<file path="config.mk">
export PLATFORM = sky130hd
export DESIGN_NAME = peripheral_gpio_apb4
export DESIGN_NICKNAME = d
export VERILOG_FILES = /design/src/rtl/peripheral_gpio_apb4.sv
export SDC_FILE = /design/constraint.sdc
export NUM_CORES = 1
export LEC_CHECK = 0
export BUFFER_PORTS_ARGS = -buffer_cell sky130_fd_sc_hd__buf_4
export CORE_MARGIN = 2
export CORE_UTILIZATION = 50
export CTS_CLUSTER_DIAMETER = 30
export DETAILED_ROUTE_END_ITERATION = 16
export PLACE_DENSITY = 0.79
export SLEW_MARGIN = 20
export SYNTH_ARGS = -nofsm -noshare
export SYNTH_HDL_FRONTEND = slang
export SYNTH_SLANG_ARGS = --single-unit
export TNS_END_PERCENT = 100
</file>
<file path="constraint.sdc">
create_clock -name PCLK -period 3.45 [get_ports PCLK]
set_input_delay 0.345 -clock PCLK [delete_from_list [all_inputs] [get_ports PCLK]]
set_output_delay 0.345 -clock PCLK [all_outputs]
set_load 0.05 [all_outputs]
</file>
<file path="src/rtl/peripheral_gpio_apb4.sv">
// APB4 GPIO register block: pad direction/mode/output control, synchronised
// input view and per-pin level/edge interrupts with W1C status.
module peripheral_gpio_apb4 #(
    parameter int unsigned PADDR_SIZE   = 4,
    parameter int unsigned PDATA_SIZE   = 8,
    parameter int unsigned INPUT_STAGES = 2
) (
    input  logic                  PCLK,
    input  logic                  PRESET,
    input  logic                  PSEL,
    input  logic                  PENABLE,
    input  logic [PADDR_SIZE-1:0] PADDR,
    input  logic                  PWRITE,
    input  logic                  PSTRB,
    input  logic [PDATA_SIZE-1:0] PWDATA,
    output logic [PDATA_SIZE-1:0] PRDATA,
    output logic                  PREADY,
    output logic                  PSLVERR,
    input  logic [PDATA_SIZE-1:0] gpio_i,
    output logic [PDATA_SIZE-1:0] gpio_o,
    output logic [PDATA_SIZE-1:0] gpio_oe,
    output logic                  irq_o
);

    localparam int unsigned SYNC_STAGES = (INPUT_STAGES < 2) ? 2 : INPUT_STAGES;

    localparam logic [2:0] ADDR_MODE      = 3'd0;
    localparam logic [2:0] ADDR_DIRECTION = 3'd1;
    localparam logic [2:0] ADDR_OUTPUT    = 3'd2;
    localparam logic [2:0] ADDR_INPUT     = 3'd3;
    localparam logic [2:0] ADDR_IRQ_ENA   = 3'd4;
    localparam logic [2:0] ADDR_TR_TYPE   = 3'd5;
    localparam logic [2:0] ADDR_TR_POL    = 3'd6;
    localparam logic [2:0] ADDR_TR_STATUS = 3'd7;

    logic [PDATA_SIZE-1:0] mode_reg;
    logic [PDATA_SIZE-1:0] direction_reg;
    logic [PDATA_SIZE-1:0] out_reg;
    logic [PDATA_SIZE-1:0] irq_ena_reg;
    logic [PDATA_SIZE-1:0] tr_type_reg;
    logic [PDATA_SIZE-1:0] tr_pol_reg;
    logic [PDATA_SIZE-1:0] tr_status_reg;

    logic [SYNC_STAGES-1:0][PDATA_SIZE-1:0] sync_pipe;
    logic [PDATA_SIZE-1:0] in_sync;
    logic [PDATA_SIZE-1:0] in_prev;
    logic [PDATA_SIZE-1:0] rise;
    logic [PDATA_SIZE-1:0] fall;
    logic [PDATA_SIZE-1:0] hit;
    logic [PDATA_SIZE-1:0] w1c;
    logic [PDATA_SIZE-1:0] rdata;

    logic       undecoded;
    logic [2:0] reg_addr;
    logic       wr_en;
    logic       rd_setup;

    // Anything above the 8-register window is an error
    assign undecoded = (PADDR >> 3) != '0;
    assign reg_addr  = PADDR[2:0];
    assign wr_en     = PSEL & PENABLE & PWRITE & PSTRB & ~undecoded;
    assign rd_setup  = PSEL & ~PENABLE & ~PWRITE;

    assign PREADY  = 1'b1;
    assign PSLVERR = PSEL & PENABLE & undecoded;

    // Open-drain pins only ever pull low: enable the driver when the output is 0
    assign gpio_o  = out_reg & ~mode_reg;
    assign gpio_oe = direction_reg & ~(mode_reg & out_reg);

    assign in_sync = sync_pipe[SYNC_STAGES-1];
    assign rise    = in_sync & ~in_prev;
    assign fall    = ~in_sync & in_prev;
    assign w1c     = (wr_en && reg_addr == ADDR_TR_STATUS) ? PWDATA : '0;

    always_comb begin
        hit = '0;
        for (int i = 0; i < int'(PDATA_SIZE); i++) begin
            if (tr_type_reg[i]) hit[i] = tr_pol_reg[i] ? rise[i] : fall[i];
            else                hit[i] = tr_pol_reg[i] ? in_sync[i] : ~in_sync[i];
        end
        hit = hit & irq_ena_reg;
    end

    always_comb begin
        rdata = '0;
        case (reg_addr)
            ADDR_MODE:      rdata = mode_reg;
            ADDR_DIRECTION: rdata = direction_reg;
            ADDR_OUTPUT:    rdata = out_reg;
            ADDR_INPUT:     rdata = in_sync;
            ADDR_IRQ_ENA:   rdata = irq_ena_reg;
            ADDR_TR_TYPE:   rdata = tr_type_reg;
            ADDR_TR_POL:    rdata = tr_pol_reg;
            ADDR_TR_STATUS: rdata = tr_status_reg;
            default:        rdata = '0;
        endcase
    end

    always_ff @(posedge PCLK or posedge PRESET) begin
        if (PRESET) begin
            mode_reg      <= '0;
            direction_reg <= '0;
            out_reg       <= '0;
            irq_ena_reg   <= '0;
            tr_type_reg   <= '0;
            tr_pol_reg    <= '0;
        end else if (wr_en) begin
            case (reg_addr)
                ADDR_MODE:      mode_reg      <= PWDATA;
                ADDR_DIRECTION: direction_reg <= PWDATA;
                ADDR_OUTPUT:    out_reg       <= PWDATA;
                ADDR_IRQ_ENA:   irq_ena_reg   <= PWDATA;
                ADDR_TR_TYPE:   tr_type_reg   <= PWDATA;
                ADDR_TR_POL:    tr_pol_reg    <= PWDATA;
                default: ;
            endcase
        end
    end

    // Read data captured in the setup phase, held through the access phase
    always_ff @(posedge PCLK or posedge PRESET) begin
        if (PRESET) PRDATA <= '0;
        else if (rd_setup) PRDATA <= undecoded ? '0 : rdata;
    end

    // Input synchroniser, edge history, sticky status and registered irq
    always_ff @(posedge PCLK or posedge PRESET) begin
        if (PRESET) begin
            sync_pipe     <= '0;
            in_prev       <= '0;
            tr_status_reg <= '0;
            irq_o         <= 1'b0;
        end else begin
            sync_pipe     <= {sync_pipe[SYNC_STAGES-2:0], gpio_i};
            in_prev       <= in_sync;
            tr_status_reg <= hit | (tr_status_reg & ~w1c);
            irq_o         <= |tr_status_reg;
        end
    end

endmodule

</file>
==> results.cfg, run 1 <==
[floorplanning]
die_h_microns = 93.4
rows = 32
core_area_sq_um = 7730
ioPinCount = 53
initial_core_util_pct = 51.8
die_w_microns = 93.4
die-area_sq_um = 8730

[global_routing]
grt_usage_pct = 23.1
grt_pass1_wl_microns = 15100
overflow = 0
use_met2_pct = 36.8
met1_usage_pct = 30.4
grtUsageMet3_pct = 5.80
top_usage_layer = met2
antenna_found_initial = 0
grt_pass1_vias = 2906
grt_max_degree = 50

[synthesis]
syn-mean-instance-area_sq_um = 12.0
syn_nets = 359
synth_ff_type = dfrtp_1
ys_async_sr_fraction_pct = 100
synth_edf_count = 0
yosysWarnings = 0
ys_seq_elements = 89
yosysUniqueCellTypes = 39
synth_area_sq_um = 4000
synth_cells = 333
synth_seq_area_share_pct = 55.7

[placement]
hpwl_microns = 6170
dp_slack_ns = 0.825
dpl_cell_area_sq_um = 4470
routabilityCongestion = 0.884
io_buffers = 51

[timing]
worstMarginPinSlew_ns = 0.861
period_needed_ns = 2.28
setup_viol = 0
slew_headroom_pct = 42.2
fin_tns_setup_ns = 0
rsz0062_at_grt = no
clock_skew_ns = 0.00925
timing.final.max_slew_violations = 0
fin_crit_sh_pct = 66.2
hold_viol_final = 0
setup_slack_ns = 1.17
max_freq_mhz = 438

[clock_tree]
cts.hold.buffers_added = 0
cts_root_buf = clkbuf_8
cts_setup_buffers = 0
clock_latency_ns = 0.36
clk_pin_slew_worst_paths_ns = 0.09
cts_buffer_depth = 2
cts-resized-gates = 0
cts_buffers = 9
cts_tree = built
htreeDepth = 3
cts_sinks = 89

[cells_and_area]
fillers = 621
nNetsFinal = 410
final_layout_size_suffix_gt1_share_pct = 31.9
synthToLayoutAreaGrowth_pct = 16.1
design_area_sq_um = 4640
antenna_cells = 0

[setup_path]
crit_path_max_fanout = 20
cp.arrival_ns = 2.53
crit_type = in2reg
crit_required_ns = 3.70
r2r-start = irq_ena_reg[0]$_DFFE_PP0P_
r2r_slack_ns = 2.02
critPathLaunchType = input port
r2r_cells = 4
rr_endpoint = PRDATA[0]$_DFFE_PP0P_
worst_setup_path_end_kind = flip-flop

[pwr]
p_per_area_nw_per_um2 = 475
peakVddDrop_uv = 320
leakagePower_uw = 0.00209

[drt]
routed_wl_microns = 9340
viasPerCell = 5.89
wl_per_cell_microns = 19.0
vias = 2894
detail-route-antenna-nets = 0
drt_iter0_markers = 290
dr.pass1.iters = 5
drc = 0

[run_status]
run_status = completed

[worst_hold_path]
holdPathEnd = sync_pipe[7]$_DFF_PP0_
min_path_type = in2reg
worstHoldStart = gpio_i[7]
hold_depth = 1

[run]
cap_viol_max_count = 0
==> critical path, stage by stage <==
cell and delay, ns:
buf_4 0.19, nor2_1 0.48, nand2_1 0.44, nor2_2 0.65, mux2_2 0.41
==> cell type report <==
cell class | instances | area [sq um] | share of cell area [%]
inverters | 11 | 42.5 | 0.916
clock inverters | 7 | 46.3 | 0.997
multi-input cells | 220 | 1670 | 35.9
clock buffers | 9 | 124 | 2.67
well taps | 102 | 128 | 2.75
flip-flops and latches | 89 | 2230 | 48.0
repair buffers | 53 | 410 | 8.84
==> cells in the mapped netlist, types with 2 or more instances <==
cell | number | area, sq um
nor4_1 | 3 | 18.8
nand3_1 | 4 | 20.0
mux2_1 | 2 | 22.5
a21oi_1 | 5 | 25.0
o2bb2ai_1 | 10 | 87.6
inv_1 | 10 | 37.5
a22o_1 | 5 | 43.8
a31oi_1 | 7 | 43.8
nor4_4 | 3 | 63.8
a21boi_0 | 8 | 60.1
a211oi_1 | 9 | 67.6
clkbuf_1 | 6 | 22.5
a221o_1 | 2 | 20.0
buf_4 | 4 | 30.0
nand2b_1 | 5 | 31.3
nor2b_1 | 17 | 106
a221oi_1 | 5 | 43.8
mux2i_1 | 11 | 110
mux2_2 | 46 | 518
nor3_4 | 2 | 32.5
o21ai_0 | 16 | 80.1
dfrtp_1 | 89 | 2230
nor3_1 | 7 | 35.0
nor2_1 | 7 | 26.3
nand2_1 | 35 | 131
buf_2 | 2 | 10.0
==> worst max path at each step <==
stage          slack (ns)                      end  cells past startpoint  startpoint
3_3_place_gp         0.84  mode_reg[7]$_DFFE_PP0P_                      5    PADDR[2]
6_report             1.17  mode_reg[5]$_DFFE_PP0P_                      5    PADDR[2]
5_1_grt              1.06  mode_reg[1]$_DFFE_PP0P_                      5    PADDR[2]
3_5_place_dp         0.82  mode_reg[7]$_DFFE_PP0P_                      5    PADDR[2]
2_1_floorplan        0.80    PRDATA[0]$_DFFE_PP0P_                      1      PRESET
4_1_cts              1.21  mode_reg[5]$_DFFE_PP0P_                      5    PADDR[2]
==> layer usage <==
layer | share of wire (%) | vias to the layer above
li1 | - | 1302
met1 | 42 | 1454
met2 | 49 | 123
met3 | 6.9 | 15
met4 | 2.0 | 0
met5 | 0 | -
==> power breakdown <==
| group | switching (uW) | internal (uW) | leakage, uW |
|---|---|---|---|
| sequential | 71.0 | 1120 | 0.00112 |
| clock | 377 | 260 | 0.0000814 |
| combinational | 227 | 145 | 0.000888 |
| total | 675 | 1530 | 0.00209 |
==> per-stage QoR <==
step,hold WS [ns],utilization [%],cells,total power (uW)
5_1_grt,0.0555,60.1,491,2300
3_5_place_dp,0.335,57.9,475,1590
4_1_cts,0.0675,60.1,491,2220
6_report,0.0808,60.1,491,2210
3_3_place_gp,0.333,57.9,475,1580
2_1_floorplan,0.331,-,333,1460
==> placed cells by master (no fill, tap or decap), types with 3 or more instances in the layout <==
cell | Yosys | routed
a21boi_0 | 8 | 8
nor3_1 | 7 | 7
clkbuf_8 | 0 | 9
nor2b_1 | 17 | 17
inv_1 | 10 | 9
dfrtp_1 | 89 | 89
o21ai_0 | 16 | 16
a221oi_1 | 5 | 5
a22o_1 | 5 | 5
nor2_1 | 7 | 7
o2bb2ai_1 | 10 | 10
mux2_2 | 46 | 46
nor4_1 | 3 | 3
a21oi_1 | 5 | 5
nor4_4 | 3 | 3
nand2_1 | 35 | 35
buf_4 | 4 | 52
mux2i_1 | 11 | 11
clkinvlp_4 | 0 | 3
nand3_1 | 4 | 4
a31oi_1 | 7 | 7
a211oi_1 | 9 | 9
nand2b_1 | 5 | 5
clkinv_2 | 0 | 4
==> logic make-up (layout without fill, tap and decap cells) <==
group / count (synthesis) / in the layout / synth area share [%]
mux: 59 / 59 / 16.3
flops: 89 / 89 / 55.7
buf+inv: 24 / 80 / 2.69
simple gates: 90 / 90 / 12.9
compound gates: 70 / 70 / 12.4
other cells: 1 / 1 / 0.0937
Power figures use the tool's default switching activity.
==> run 2, diff against run 1 <==
--- a/config.mk
+++ b/config.mk
@@ -10,7 +10,7 @@
 export CORE_UTILIZATION = 50
 export CTS_CLUSTER_DIAMETER = 30
 export DETAILED_ROUTE_END_ITERATION = 16
-export PLACE_DENSITY = 0.79
+export PLACE_DENSITY = 0.81
 export SLEW_MARGIN = 20
 export SYNTH_ARGS = -nofsm -noshare
 export SYNTH_HDL_FRONTEND = slang
==> constraint.sdc (replaced) <==
create_clock -name PCLK -period 1.98 [get_ports PCLK]
set_input_delay 0.198 -clock PCLK [delete_from_list [all_inputs] [get_ports PCLK]]
set_output_delay 0.198 -clock PCLK [all_outputs]
set_load 0.05 [all_outputs]
==> run 2 against run 1 <==
  * Power grew 81%
  * Via count is 1.6% higher
  * Utilization up 3.1 points
  * Sequential power up 73%
  * Critical path type unchanged
  * Largest power group unchanged
==> results.cfg, run 2 (same netlist as run 1, synthesis figures left out) <==
[pwr]
p_seq_share_pct = 52.0
p_switching_uw = 1170
internal-power_uw = 2820
leakagePower_uw = 0.00223
p_comb_share_pct = 17.0
clkPwrFrac_pct = 31.0
peakVddDrop_uv = 374
p_sw_share_pct = 29.4
total_power_uw = 4000
p_per_area_nw_per_um2 = 818

[timing]
rsz0062_at_grt = no
hold_viol_final = 0
setup_slack_ns = 0.343
fin_crit_sh_pct = 82.7
max_freq_mhz = 611
setup_viol = 0
period_needed_ns = 1.64
slew_headroom_pct = 61.3
fin_tns_setup_ns = 0
worstMarginPinSlew_ns = 0.579
timing.final.max_slew_violations = 0
clock_skew_ns = 0.00863
holdWs_ns = 0.116

[setup_path]
cp.arrival_ns = 1.87
crit_required_ns = 2.21
crit_type = in2reg
critPathLaunchType = input port
crit_path_max_fanout = 8
worst_setup_path_end_kind = flip-flop

[placement]
dp_slack_ns = -0.00558
routabilityCongestion = 0.811
dp.cells = 492
io_buffers = 51
hpwl_microns = 6580

[floorplanning]
die_h_microns = 93.4
die_w_microns = 93.4
rows = 32
initial_core_util_pct = 51.8
core_area_sq_um = 7730
ioPinCount = 53
die-area_sq_um = 8730

[drt]
vias = 2940
drc = 0
dr.pass1.iters = 4
routed_wl_microns = 9330
drt_iter0_markers = 194
wl_per_cell_microns = 18.0
detail-route-antenna-nets = 0
viasPerCell = 5.69

[clock_tree]
clock_latency_ns = 0.35
cts_root_buf = clkbuf_8
clk_pin_slew_worst_paths_ns = 0.09
htreeDepth = 3
cts_buffers = 9
cts_sinks = 89
cts_tree = built
cts_buffer_depth = 2

[cells_and_area]
final_layout_size_suffix_gt1_share_pct = 33.7
fillers = 587
nNetsFinal = 436
stdcell_count = 517
synthToLayoutAreaGrowth_pct = 22.1
mostFrequentLayoutCells = dfrtp_1 (89), buf_4 (69), mux2_2 (46)
antenna_cells = 0
final_common_cell = dfrtp_1

[run]
cap_viol_max_count = 0

[worst_hold_path]
min_path_type = in2reg

[global_routing]
antenna_found_initial = 0
grtUsageMet3_pct = 5.48
grt_usage_pct = 22.6
grt_pass1_vias = 2849
top_usage_layer = met2
overflow = 0
met1_usage_pct = 31.6
grt_max_degree = 47
grt_pass1_wl_microns = 15000
use_met2_pct = 35.9

[run_status]
run_status = completed
[run 2: path summary, 6_finish.rpt]
check                                           from                        end  slack [ns]  cells after the start
max                                             PSEL     out_reg[2]$_DFFE_PP0P_        0.34                      5
min                                        PWDATA[0]  tr_pol_reg[0]$_DFFE_PP0P_        0.12                      2
max reg2reg                tr_pol_reg[1]$_DFFE_PP0P_      PRDATA[1]$_DFFE_PP0P_        0.60                      4
min reg2reg                   sync_pipe[6]$_DFF_PP0_       in_sync[6]$_DFF_PP0_        0.36                      0
max in group asynchronous                     PRESET      PRDATA[3]$_DFFE_PP0P_        0.90                      4
min in group asynchronous                     PRESET     sync_pipe[7]$_DFF_PP0_        0.45                      3
[run 2: power groups by stage]
stage / clock network [uW] / registers [uW] / logic (uW)
detailed placement: 0 / 2110 / 667
global placement: 0 / 2110 / 652
CTS: 1260 / 2080 / 684
global route: 1340 / 2100 / 728
floorplan: 0 / 2140 / 398
finish: 1240 / 2080 / 680
[run 2: per-stage QoR]
| step | utilization (%) | instance area, sq um |
|---|---|---|
| 2_1_floorplan | - | 4000 |
| 3_3_place_gp | 59.6 | 4600 |
| 3_5_place_dp | 59.6 | 4600 |
| 4_1_cts | 63.2 | 4890 |
| 5_1_grt | 63.2 | 4890 |
| 6_report | 63.2 | 4890 |
[run 2: critical path: stages]
cell,delay [ns]
buf_4,0.09
nand2_1,0.06
or3_1,0.59
nor3_4,0.54
mux2_2,0.39
[run 2: final cells by class]
type / instances / area [sq um] / area share (%)
Clock buffer: 10 / 128 / 2.61
Clock inverter: 6 / 65.1 / 1.33
Inverter: 11 / 45.0 / 0.922
Multi-Input combinational cell: 220 / 1670 / 34.1
Sequential cell: 89 / 2230 / 45.6
Tap cell: 102 / 128 / 2.61
Timing Repair Buffer: 79 / 628 / 12.9
[run 2: what timing repair did]
item / 4_1_cts / 5_1_grt
endpoints found under the hold margin: 32 / 0
hold buffers: 9 / 0
resized for setup: 0 / 0
buffers inserted: 0 / 0
[run 2: metal layers]
metal	vias up	routed length [microns]
li1	1363	-
met1	1463	4230
met2	102	4460
met3	12	486
met4	0	147
met5	-	0
==> run 3, diff against run 2 <==
--- a/config.mk
+++ b/config.mk
@@ -5,6 +5,7 @@
 export SDC_FILE = /design/constraint.sdc
 export NUM_CORES = 1
 export LEC_CHECK = 0
+export ABC_AREA = 1
 export BUFFER_PORTS_ARGS = -buffer_cell sky130_fd_sc_hd__buf_4
 export CORE_MARGIN = 2
 export CORE_UTILIZATION = 50
==> constraint.sdc (replaced) <==
create_clock -name PCLK -period 1.4 [get_ports PCLK]
set_input_delay 0.14 -clock PCLK [delete_from_list [all_inputs] [get_ports PCLK]]
set_output_delay 0.14 -clock PCLK [all_outputs]
set_load 0.05 [all_outputs]
==> run 3 against run 2 <==
  * Non-clock buffer count shrank 1
  * Sequential share of layout area is essentially flat
  * Cell count grew 27%
  * Via count rose by 24%
  * Critical path type is now reg2out
  * Critical endpoint is now gpio_oe[6]
  * Highest routed layer unchanged
==> results.cfg, run 3 <==
[run_status]
run_status = completed

[synthesis]
synth_xor_area_share_pct = 0
yosysUniqueCellTypes = 23
ys_seq_elements = 89
synthAdderAreaFrac_pct = 0
yosysTopAreaCell = dfrtp_1
synth_edf_count = 0
syn-mean-instance-area_sq_um = 8.31
muxShareOfSynthArea_pct = 0
synth_cells = 483
yosysWarnings = 0
syn_nets = 509
synth-simple-area-share_pct = 26.5
netlist_top_cells_count = nand2_1 (135), dfrtp_1 (89), o21ai_0 (64), nor2_1 (50), nand4_1 (38)
synth_ff_type = dfrtp_1
synth_compound_area_share_pct = 11.7
synth_area_leaders = dfrtp_1 (56%), nand2_1 (13%), o21ai_0 (8.0%)
synth_seq_area_share_pct = 55.5
synth.most_common_cell = nand2_1
yosysTopAreaCellShare_pct = 55.5
ys_async_sr_fraction_pct = 100
synth_top_family_by_area = simple AND/OR/NAND/NOR gates
synth_area_sq_um = 4010

[setup_path]
crit_required_ns = 1.26
crit_end = gpio_oe[6]
crit_path_max_fanout = 4
r2r_slack_ns = 0.33
worst_setup_path_end_kind = output port
rr_endpoint = PRDATA[3]$_DFFE_PP0P_
r2r-start = irq_ena_reg[3]$_DFFE_PP0P_
cp.arrival_ns = 1.19
critPathLaunchType = flip-flop
r2r_cells = 6
crit_start = out_reg[6]$_DFFE_PP0P_
crit_type = reg2out

[clock_tree]
cts_tree = built
cts_setup_buffers = 0
cts_buffer_depth = 2
cts_buffers = 9
cts_sinks = 89
cts_root_buf = clkbuf_8
clock_latency_ns = 0.37
htreeDepth = 3
clk_pin_slew_worst_paths_ns = 0.09

[placement]
routabilityCongestion = 0.893
io_buffers = 51
hpwl_microns = 6740
dp_slack_ns = 0.0735

[timing]
fin_tns_setup_ns = 0
fin_crit_sh_pct = 95.2
hold_viol_final = 0
rsz0062_at_grt = no
setup_slack_ns = 0.0674
period_needed_ns = 1.33
timing.final.max_slew_violations = 0
setup_viol = 0
max_freq_mhz = 750
clock_skew_ns = 0.0152

[floorplanning]
core_area_sq_um = 7770
ioPinCount = 53
die-area_sq_um = 8760
die_h_microns = 93.6
initial_core_util_pct = 51.6
die_w_microns = 93.6
rows = 32

[cells_and_area]
nNetsFinal = 577
final_layout_size_suffix_gt1_share_pct = 16.0
final_common_cell = nand2_1
synthToLayoutAreaGrowth_pct = 21.8
mostFrequentLayoutCells = nand2_1 (135), dfrtp_1 (89), buf_4 (67)
antenna_cells = 0

[global_routing]
grt_usage_pct = 24.5
antenna_found_initial = 0
grt_max_degree = 90
overflow = 0
grt_pass1_wl_microns = 16600
grt_pass1_vias = 3397

[pwr]
peakVddDrop_uv = 621
leakagePower_uw = 0.00237
total_power_uw = 5650
p_per_area_nw_per_um2 = 1160

[drt]
drc = 0
routed_wl_microns = 9750
viasPerCell = 5.53
dr.pass1.iters = 5
vias = 3636
drt_iter0_markers = 337
detail-route-antenna-nets = 0
wl_per_cell_microns = 14.8

[worst_hold_path]
hold_depth = 3
min_path_type = in2reg

[run]
cap_viol_max_count = 0
-- run 3: through the flow --
stage	area [sq um]	hold WS [ns]	utilization, %	std cells
finish	4890	0.121	62.9	658
global route	4890	0.141	62.9	658
CTS	4880	0.111	62.9	658
detailed placement	4590	0.251	59.1	633
global placement	4590	0.249	59.1	633
floorplan	4020	0.171	-	483
-- run 3: logic make-up after synthesis --
group / Yosys count
other: 1
AO/OA/AOI/OAI: 86
AND/OR/NAND/NOR: 246
buffers and inverters: 61
flip-flops: 89
-- run 3: report_power, final --
group          internal, uW  switching, uW  total, uW
sequential             2760            176       2930
combinational           315            583        898
clock                   923            900       1820
-- run 3: cell type report --
cell class                 count  area [sq um]
sequential                    89          2230
clock buffer                  12           155
multi-input combinational    333          1540
inverter                      40           154
timing repair buffer          78           633
clock inverter                 4          51.3
fill                         675          2880
tap                          102           128
-- run 3: timing repair --
item,CTS,global route
hold buffers,9,0
gates resized for setup,0,1
endpoints found under the setup margin,0,1
endpoints found under the hold margin,97,0
-- run 3: worst min-delay path by stage --
stage,slack [ns],from,to
2_1_floorplan,0.17,gpio_i[0],sync_pipe[0]$_DFF_PP0_
3_3_place_gp,0.25,gpio_i[2],sync_pipe[2]$_DFF_PP0_
3_5_place_dp,0.25,gpio_i[4],sync_pipe[4]$_DFF_PP0_
4_1_cts,0.11,PWDATA[0],tr_type_reg[0]$_DFFE_PP0P_
5_1_grt,0.14,PWDATA[0],tr_type_reg[0]$_DFFE_PP0P_
6_report,0.12,PWDATA[0],tr_type_reg[0]$_DFFE_PP0P_
-- run 3: per-layer routing --
| metal | global-route usage, % | wire length, microns | up-vias |
|---|---|---|---|
| met5 | 0 | 0 | - |
| met4 | 9.30 | 224 | 0 |
| met3 | 5.48 | 725 | 23 |
| met1 | 34.0 | 4310 | 1705 |
| li1 | - | - | 1734 |
| met2 | 37.7 | 4490 | 174 |
-- run 3: worst max-delay path, stage by stage (launching register included) --
cell and delay, ns:
dfrtp_1 0.44, a21boi_1 0.17, buf_4 0.22
